**src/rtl/nes_pkg.sv**
```systemverilog
// Shared types and constants for the save-RAM uploader: the state encoding,
// the SDRAM byte-address width and the read-acknowledge timeout.
package nes_pkg;

  localparam int ADDR_W      = 22;
  localparam int MEM_TIMEOUT = 255;

  typedef enum logic [2:0] {
    IDLE,
    FETCH,
    WAIT,
    HOLD,
    DONE,
    ERROR
  } state_t;

endpackage

```
**src/rtl/save_uploader.sv**
```systemverilog
// Streams a block of SDRAM bytes to the HPS one byte at a time.
// Reads go out only in the memory slot, and a running checksum is kept of every byte the host consumes.
module save_uploader
  import nes_pkg::*;
(
  input  logic              clk,
  input  logic              reset,
  input  logic              start,
  input  logic [ADDR_W-1:0] base_addr,
  input  logic [15:0]       length,
  input  logic              mem_slot,
  output logic [ADDR_W-1:0] mem_addr,
  output logic              mem_read,
  input  logic              mem_ack,
  input  logic [7:0]        mem_data,
  output logic              upload_active,
  output logic              upload_valid,
  output logic [7:0]        upload_data,
  input  logic              host_rd,
  output logic              done,
  output logic              error,
  output logic [7:0]        checksum
);

  state_t            r_state;
  state_t            w_state_next;
  logic [ADDR_W-1:0] r_addr;
  logic [15:0]       r_count;
  logic [7:0]        r_timeout;
  logic [7:0]        r_data;
  logic [7:0]        r_checksum;
  logic              w_idle_like;
  logic              w_accept;
  logic              w_consume;
  logic              w_timeout_hit;

  assign w_idle_like   = (r_state == IDLE) || (r_state == DONE) || (r_state == ERROR);
  assign w_accept      = start && w_idle_like;
  assign w_consume     = (r_state == HOLD) && host_rd;
  // The counter holds the number of WAIT cycles already spent.
  assign w_timeout_hit = (r_timeout == 8'(MEM_TIMEOUT - 1));

  always_ff @(posedge clk) begin
    if (reset) begin
      r_state <= IDLE;
    end else begin
      r_state <= w_state_next;
    end
  end

  always_comb begin
    w_state_next  = r_state;
    mem_read      = 1'b0;
    upload_active = 1'b0;
    upload_valid  = 1'b0;
    done          = 1'b0;
    error         = 1'b0;
    case (r_state)
      IDLE: begin
        if (start) w_state_next = (length == 16'd0) ? DONE : FETCH;
      end
      FETCH: begin
        upload_active = 1'b1;
        mem_read      = mem_slot;
        if (mem_slot) w_state_next = WAIT;
      end
      WAIT: begin
        upload_active = 1'b1;
        if (mem_ack)            w_state_next = HOLD;
        else if (w_timeout_hit) w_state_next = ERROR;
      end
      HOLD: begin
        upload_active = 1'b1;
        upload_valid  = 1'b1;
        if (host_rd) w_state_next = (r_count == 16'd1) ? DONE : FETCH;
      end
      DONE: begin
        done = 1'b1;
        if (start) w_state_next = (length == 16'd0) ? DONE : FETCH;
      end
      ERROR: begin
        error = 1'b1;
        if (start) w_state_next = (length == 16'd0) ? DONE : FETCH;
      end
      default: w_state_next = IDLE;
    endcase
  end

  always_ff @(posedge clk) begin
    if (reset) begin
      r_addr     <= '0;
      r_count    <= '0;
      r_timeout  <= '0;
      r_data     <= '0;
      r_checksum <= '0;
    end else begin
      if (w_accept) begin
        r_addr     <= base_addr;
        r_count    <= length;
        r_checksum <= '0;
      end
      if (r_state == FETCH) begin
        r_timeout <= '0;
      end else if (r_state == WAIT) begin
        r_timeout <= r_timeout + 8'd1;
      end
      if ((r_state == WAIT) && mem_ack) begin
        r_data <= mem_data;
      end
      // Address wraps naturally at the register width.
      if (w_consume) begin
        r_checksum <= r_checksum + r_data;
        r_addr     <= r_addr + ADDR_W'(1);
        r_count    <= r_count - 16'd1;
      end
    end
  end

  assign mem_addr    = r_addr;
  assign upload_data = r_data;
  assign checksum    = r_checksum;

endmodule

```
**config.mk**
```make
export PLATFORM = sky130hd
export DESIGN_NAME = save_uploader
export DESIGN_NICKNAME = d
export VERILOG_FILES = /design/src/rtl/nes_pkg.sv /design/src/rtl/save_uploader.sv
export SDC_FILE = /design/constraint.sdc
export NUM_CORES = 1
export LEC_CHECK = 0
export CORE_MARGIN = 1
export CORE_UTILIZATION = 57
export DETAILED_ROUTE_END_ITERATION = 10
export DONT_BUFFER_PORTS = 1
export PLACE_DENSITY = 0.83
export SLEW_MARGIN = 20
export SYNTH_ARGS = -nofsm -noshare
export SYNTH_HDL_FRONTEND = slang
export SYNTH_SLANG_ARGS = --single-unit
```
**constraint.sdc**
```tcl
create_clock -name clk -period 1.89 [get_ports clk]
set_input_delay 0.378 -clock clk [delete_from_list [all_inputs] [get_ports clk]]
set_output_delay 0.378 -clock clk [all_outputs]
set_load 0.01 [all_outputs]
```
# After elaboration in Yosys (flattened, before gate mapping)
# Cells that the tools add are included.
# classes
mux	19
addsub	4
n_eq_ne	11
reduce_logical	12
# op_table
operator	count
22-bit 2-to-1 mux	2
16-bit 2-to-1 mux	2
22-bit by 1-bit adder with 22-bit output (second input constant)	1
3-bit 2-to-1 mux	7
16-bit by 1-bit equality test with 1-bit output (second input constant)	1
16-bit zero test	1
8-bit 2-to-1 mux	2
16-bit by 1-bit subtractor with 16-bit output (second input constant)	1
3-bit one-hot mux with 4 select lines	1
8-bit by 1-bit adder with 8-bit output (second input constant)	1
8-bit adder	1
8-bit equality test (second input constant)	1
3-bit by 2-bit equality test with 1-bit output (second input constant)	2
3-bit equality test (second input constant)	2
3-bit OR reduction	2
1-bit 2-to-1 mux	5
2-bit inequality test (second input constant)	2
4-bit AND reduction	1
3-bit by 1-bit equality test with 1-bit output (second input constant)	1
1-bit logical AND	3
3-bit zero test	1
3-bit inequality test (second input constant)	1
1-bit logical OR	2
2-bit by 1-bit inequality test with 1-bit output (second input constant)	1
other kinds (2)	2
# word_totals
wordCells	52
inputBits	52
register_bits	65
output_inout_bits	43

# Longest topological paths before layout
# Gate-level depths: netlist of the first run.
# depth
word_depth	6
depth_mapped	8
ltp_nobuf	7

# Worst setup path before layout of the first run
# No wires, ideal clock.
# synth_timing
path_type	register to register
from	register r_data[0] (netlist: upload_data[0])
to	register r_checksum[6] (netlist: checksum[6])
path_buffers	0
stages_incl_launch_ff	8
t_arrival_ps	1846
path_slack_ps	-76
setup_ps	120
cell_sequence	dfxtp_1 -> ha_1 -> fa_1 -> a21o_1 -> a21oi_1 -> a2bb2oi_1 -> nor4_1 -> a211o_1
# synth_between
elab_chain_cells	2
# synth_lines
item	line	source
start, declared	save_uploader.sv:30	logic [7:0] r_data;
start signal, assigned	save_uploader.sv:108	r_data <= mem_data;
8-bit adder	save_uploader.sv:112	r_checksum <= r_checksum + r_data;
8-bit 2-to-1 mux	save_uploader.sv:111	if (w_consume) begin
end signal, assigned	save_uploader.sv:112	
end, declared	save_uploader.sv:31	logic [7:0] r_checksum;
# Every way passes these cells.
# A chain may end at the register's enable or synchronous reset.

# Worst setup path in the final report of the first run
# layout_timing
from	register r_count[10]
to	register r_count[13]
# layout_between
elab_chain_cells	2
# layout_lines
item	line	source
start, declared	save_uploader.sv:28	logic [15:0] r_count;
start signal, assigned	save_uploader.sv:99	r_count <= length;
start signal, assigned	save_uploader.sv:114	r_count <= r_count - 16'd1;
16-bit by 1-bit subtractor with 16-bit output	save_uploader.sv:114	
16-bit 2-to-1 mux	save_uploader.sv:111	
# Every way passes these cells.

==> impl_metrics.csv, run 1 <==
group,metric,value,unit
finish,layout-drive-gt1-share,0.148,
global_route,antenna_found_initial,0,
logic_synthesis,synthDistinctLibCells,59,
clocking,cts.sinks,65,
logic_synthesis,synth.top_cells.by_area,"dfxtp_1 36%, a21oi_1 7.1%, nand2_1 5.3%",
timing,finalHoldViolations,0,
setup_path,timing.rr.start,"r_count[10]",
global_route,grt.overflow.total,0,
setup_path,cp-end-kind,"flip-flop",
timing,fmax,551,MHz
placement,port_buffers,0,
pwr,ir_drop,0.800,mV
setup_path,worstSetupStartpointType,"flip-flop",
logic_synthesis,avgSynthCellArea,8.06,um2
placement,place_inst,532,
detailed_routing,firstDrtPassIters,5,
logic_synthesis,synth.largest_area_cell,"dfxtp_1",
min_path,min_from,"reset",
timing,finClkSkew,0.00825,ns
placement,place_area,0.00388,mm2
detailed_routing,ant_nets,0,
finish,fin_nets,535,
clocking,path_clk_slew,0.07,ns
die,ios,95,
timing,fin_tns_setup,0,ns
logic_synthesis,syn_inst,448,
min_path,min_path_type,"in2reg",
clocking,cts_tree,"yes",
finish,utilization,0.689,
die,die_h,81.6,um
die,fp.dieW,81.6,um
clocking,clkLatencyLatePin,0.34,ns
finish,layout_commonest_cell,"dfxtp_1",
die,initial_core_util,0.599,
timing,period_share,0.959,
detailed_routing,finalWirelength,9360,um
pwr,power,4.93,mW
pwr,p_per_area,1190,mW/mm2
clocking,numCtsBuffers,9,
detailed_routing,drt_iter0_drc,257,
timing,slew_violations,0,
logic_synthesis,seq_area_frac_synth,0.360,
global_route,grt.total_usage,0.288,
setup_path,crit_arrival,2.08,ns
setup_path,worstSetupPathType,"reg2reg",
pwr,p_leak,1.54,nW
finish,finalNonFillerCells,549,
logic_synthesis,ys_ff_latch,65,
placement,globalplace.congestion,0.882,
global_route,grt_max_degree,64,
outcome,outcome,"finished clean",
die,dieArea,0.00666,mm2
die,num_rows,28,
finish,final_area,0.00415,mm2
detailed_routing,vias,3560,
clocking,cts_hold_buffers,0,
logic_synthesis,ys_warn_count,0,
setup_path,worstPathMaxFanout,3,
timing,setup_violations,0,
logic_synthesis,synth_top_area_share,0.360,
clocking,cts_root_buffer,"clkbuf_8",
finish,mostFrequentLayoutCells,"64 x dfxtp_1, 51 x nand2_1, 49 x a21oi_1",
logic_synthesis,syn-cell-area,0.00361,mm2
detailed_routing,drcViolationCount,0,
die,core_region_area,0.00603,mm2
placement,dpl.hpwl,6540,um
global_route,grt_pass1_vias,3281,
detailed_routing,wl_per_cell,17.1,um
finish,area_growth,15.1,%
setup_path,worstSetupStartpoint,"r_count[10]",
logic_synthesis,async_flop_share,0,
timing,relSlewSlack,0.612,
finish,antenna_cells,0,
setup_path,critPathRequiredTime,2.16,ns
logic_synthesis,synth_fp_nets,513,
detailed_routing,routed_via_density,6.48,
flow_run,maxCapViolCount,0,
clocking,htree_num_levels,3,
timing,post-route-min-period,1.81,ns
global_route,grt_pass1_wl,14800,um
timing,worst_pin_slew,0.572,ns
logic_synthesis,synth_enable_flop_cells,0,
logic_synthesis,synth_ff_type,"dfxtp_1",
clocking,cts.path.max_buffers,2,
==> Yosys cell counts, types with 9 or more instances <==
library cell	instances
dfxtp_1	65
nand3_1	22
nand4_1	9
nor4_1	9
clkbuf_1	15
nand2_1	51
and3_1	12
a22oi_1	9
ha_1	12
xor2_1	9
or3_1	10
a21oi_1	51
nor3_1	21
o211ai_1	15
inv_1	11
nor2_1	34
==> cells by family after synthesis <==
group / Yosys count / share of synthesized area
simple gates: 193 / 0.282
compound gates: 122 / 0.219
flops: 65 / 0.360
buf+inv: 34 / 0.0374
xor+xnor: 14 / 0.0340
fa+ha+maj: 13 / 0.0471
mux: 7 / 0.0205
==> state kept, by name, indices dropped and copies added, names as in the netlist <==
| name | flops |
|---|---|
| mem_addr | 22 |
| r_count | 16 |
| checksum | 8 |
| r_timeout | 8 |
| upload_data | 8 |
| r_state | 3 |
==> repair_timing <==
item / 4_1_cts / 5_1_grt
setup buffers: 1 / 1
endpoints found under the setup margin: 2 / 6
pin swaps: 1 / 3
gates resized for setup: 2 / 8
==> worst paths after layout <==
check | end | slack (ns) | depth (start not counted)
setup / recovery | r_count[13] | 0.08 | 5
hold / removal | upload_data[1] | 0.10 | 1
setup reg to reg | r_count[13] | 0.08 | 5
hold reg to reg | r_count[15] | 0.50 | 2
==> report_power, final <==
group	internal, mW	switching (mW)
sequential	1.61	0.275
combinational	0.743	1.03
clock	0.745	0.530
==> worst max-delay path, cell delays in order (launching register included) <==
cell and delay, ns:
dfxtp_1 0.35, nor4_4 0.36, nand4b_4 0.14, or3_1 0.39
or3_1 0.35, a31oi_1 0.16
==> area by class of cell <==
type / count / area [um2]
Clock buffer: 13 / 179
Clock inverter: 2 / 35.0
Fill cell: 477 / 1870
Inverter: 11 / 45.0
Multi-Input combinational cell: 349 / 2220
Sequential cell: 65 / 1300
Tap cell: 75 / 93.8
Timing Repair Buffer: 34 / 280
==> per-stage QoR <==
| stage | hold slack, ns | setup WS, ns |
|---|---|---|
| after global routing | 0.0943 | -0.00637 |
| after CTS | 0.0880 | 0.0237 |
| after global placement | 0.451 | 0.0547 |
| final | 0.102 | 0.0766 |
| after detailed placement | 0.453 | 0.000536 |
| after floorplan | 0.471 | 0.00583 |
==> per-layer routing <==
metal  share of wire  track usage  vias to the layer above
met5               0            0                        -
met4           0.020        0.149                        0
met3           0.086       0.0844                       18
met2            0.48        0.452                      149
met1            0.41        0.357                     1670
li1                -            -                     1723
Power figures use the tool's default switching activity.
==> inputs of run 2 (changes only) <==
- ABC_AREA: unset -> 1
- CORE_UTILIZATION: 57 -> 58
- PLACE_DENSITY: 0.83 -> 0.84
==> run 2 against run 1 <==
Setup slack gained 0.067 ns. Register-to-register slack better by 0.13 ns. Critical path type is now reg2out. Die area rose by 11%. Wire length increased by 15%. Highest routed layer unchanged.
==> impl_metrics.csv, run 2 <==
group,metric,value,unit
pwr,power_frac_seq,0.386,
timing,rsz0062_at_grt,"no",
detailed_routing,routed_via_density,5.70,
detailed_routing,drcViolationCount,0,
logic_synthesis,synth_ff_type,"dfxtp_1",
setup_path,crit_arrival,1.37,ns
finish,fin_nets,717,
logic_synthesis,synth_top_area_share,0.317,
pwr,netSwitchingPower,1.90,mW
logic_synthesis,ys_warn_count,0,
timing,hold_ws,0.0907,ns
pwr,p_leak,1.85,nW
die,fp.dieW,86.1,um
finish,layout-drive-gt1-share,0.0746,
timing,setup_violations,0,
logic_synthesis,synth.largest_area_cell,"dfxtp_1",
setup_path,worstSetupPathType,"reg2out",
die,initial_core_util,0.604,
timing,slew_violations,0,
setup_path,cp_top_family,"simple AND/OR/NAND/NOR gates",
detailed_routing,firstDrtPassIters,5,
timing,fin_tns_setup,0,ns
setup_path,worstPathMaxFanout,4,
logic_synthesis,seq_area_frac_synth,0.317,
clocking,cts_hold_buffers,0,
clocking,path_clk_slew,0.07,ns
setup_path,reg2reg_to,"mem_addr[19]",
logic_synthesis,synth_most_common_cell,"nand2_1",
timing,worst_pin_slew,0.362,ns
finish,antenna_cells,0,
global_route,grt_pass1_vias,3956,
pwr,p_per_area,1090,mW/mm2
die,core_region_area,0.00679,mm2
logic_synthesis,synth_common_cells,"176 x nand2_1, 87 x nor2_1, 65 x dfxtp_1",
logic_synthesis,async_flop_share,0,
setup_path,crit_path_end,"mem_read",
clocking,cts.path.max_buffers,2,
setup_path,cp-end-kind,"output pin",
flow_run,maxCapViolCount,0,
timing,period_share,0.924,
setup_path,r2r_setup_slack,0.21,ns
clocking,clkLatencyLatePin,0.35,ns
clocking,cts_tree,"yes",
pwr,p_int,2.94,mW
logic_synthesis,avgSynthCellArea,6.35,um2
finish,largest_reg_flops,22,
global_route,grt.overflow.total,0,
clocking,cts_root_buffer,"clkbuf_8",
outcome,outcome,"finished clean",
timing,post-route-min-period,1.75,ns
placement,port_buffers,0,
pwr,netSwitchingFraction,0.393,
timing,relSlewSlack,0.757,
setup_path,critPathSlowestCell,"dfxtp_1",
timing,finalHoldViolations,0,
global_route,grt_pass1_wl,17400,um
timing,fmax,572,MHz
detailed_routing,wl_per_cell,14.3,um
die,num_rows,30,
logic_synthesis,synth_fp_nets,711,
logic_synthesis,synth_enable_flop_cells,0,
placement,dpl.hpwl,7730,um
global_route,grt_max_degree,42,
detailed_routing,finalWirelength,10800,um
setup_path,timing.rr.start,"mem_addr[0]",
die,die_h,86.1,um
placement,place_area,0.00422,mm2
setup_path,worstSetupStartpoint,"r_state[0]",
min_path,min_path_type,"in2reg",
setup_path,worst-r2r-cell-count,7,
logic_synthesis,synthDistinctLibCells,42,
clocking,cts.sinks,65,
placement,globalplace.congestion,0.971,
logic_synthesis,syn_inst,646,
detailed_routing,ant_nets,0,
logic_synthesis,synth.top_cells.by_area,"dfxtp_1 32%, nand2_1 16%, nor2_1 8.0%",
clocking,htree_num_levels,3,
die,ios,95,
pwr,ir_drop,0.844,mV
setup_path,path_depth,4,
finish,layout_commonest_cell,"nand2_1",
logic_synthesis,syn-cell-area,0.00410,mm2
finish,mostFrequentLayoutCells,"176 x nand2_1, 86 x nor2_1, 65 x dfxtp_1",
timing,setup_slack,0.143,ns
finish,area_growth,8.60,%
pwr,power_frac_comb,0.333,
setup_path,worstSetupStartpointType,"flip-flop",
setup_path,critPathRequiredTime,1.51,ns
clocking,numCtsBuffers,9,
timing,finClkSkew,0.0104,ns
placement,pre_cts_slack,0.218,ns
setup_path,cpPeakStageDelay,0.40,ns
detailed_routing,drt_iter0_drc,251,
detailed_routing,vias,4292,
die,dieArea,0.00741,mm2
logic_synthesis,ys_ff_latch,65,
finish,final_area,0.00445,mm2
global_route,grt.total_usage,0.299,
setup_path,critPathBufInv,1,
pwr,p_clk_frac,0.281,
finish,utilization,0.656,
setup_path,crit_chain,"inv_2, nor2_2, nand2_1, nor2_1",
global_route,antenna_found_initial,0,
## run 2: cell families after synthesis
family	share of synthesized area
buf+inv	0.0897
compound gates	0.165
flops	0.317
xor+xnor	0.0107
fa+ha+maj	0.0415
simple gates	0.376
## run 2: worst min path at each step
stage | startpoint | endpoint | cells past startpoint | slack, ns
floorplan | r_count[1] | r_count[1] | 2 | 0.45
CTS | reset | checksum[5] | 1 | 0.08
finish | reset | checksum[3] | 1 | 0.09
detailed placement | reset | checksum[3] | 1 | 0.45
global placement | reset | checksum[2] | 1 | 0.45
global route | reset | r_state[2] | 1 | 0.07
## run 2: timing repair
action / 4_1_cts / 5_1_grt
endpoints found under the setup margin: 0 / 3
buffers inserted: 0 / 0
resized for setup: 0 / 1
## run 2: area by class of cell
| cell class | count | area, um2 |
|---|---|---|
| well taps | 96 | 120 |
| clock inverters | 5 | 77.6 |
| fillers | 608 | 2340 |
| flip-flops and latches | 65 | 1300 |
| multi-input cells | 495 | 2430 |
| inverters | 67 | 251 |
| clock buffers | 11 | 151 |
| repair buffers | 14 | 118 |
## run 2: through the flow
| stage | power (mW) | instances |
|---|---|---|
| floorplan | 3.11 | 646 |
| global placement | 3.43 | 737 |
| detailed placement | 3.48 | 737 |
| CTS | 4.84 | 753 |
| global route | 5.15 | 753 |
| finish | 4.85 | 753 |
## run 2: power groups by stage
| stage | Combinational [mW] | Sequential (mW) | Clock (mW) |
|---|---|---|---|
| floorplan | 1.27 | 1.84 | 0 |
| global placement | 1.54 | 1.88 | 0 |
| detailed placement | 1.59 | 1.89 | 0 |
| CTS | 1.60 | 1.86 | 1.38 |
| global route | 1.82 | 1.90 | 1.44 |
| finish | 1.61 | 1.87 | 1.36 |
## run 2: routing by layer
| layer | wire length [um] | up-vias | global-route usage |
|---|---|---|---|
| met5 | 0 | - | 0 |
| met4 | 252 | 0 | 0.126 |
| met3 | 953 | 22 | 0.0934 |
| met2 | 5180 | 174 | 0.508 |
| met1 | 4370 | 1962 | 0.347 |
| li1 | - | 2134 | - |
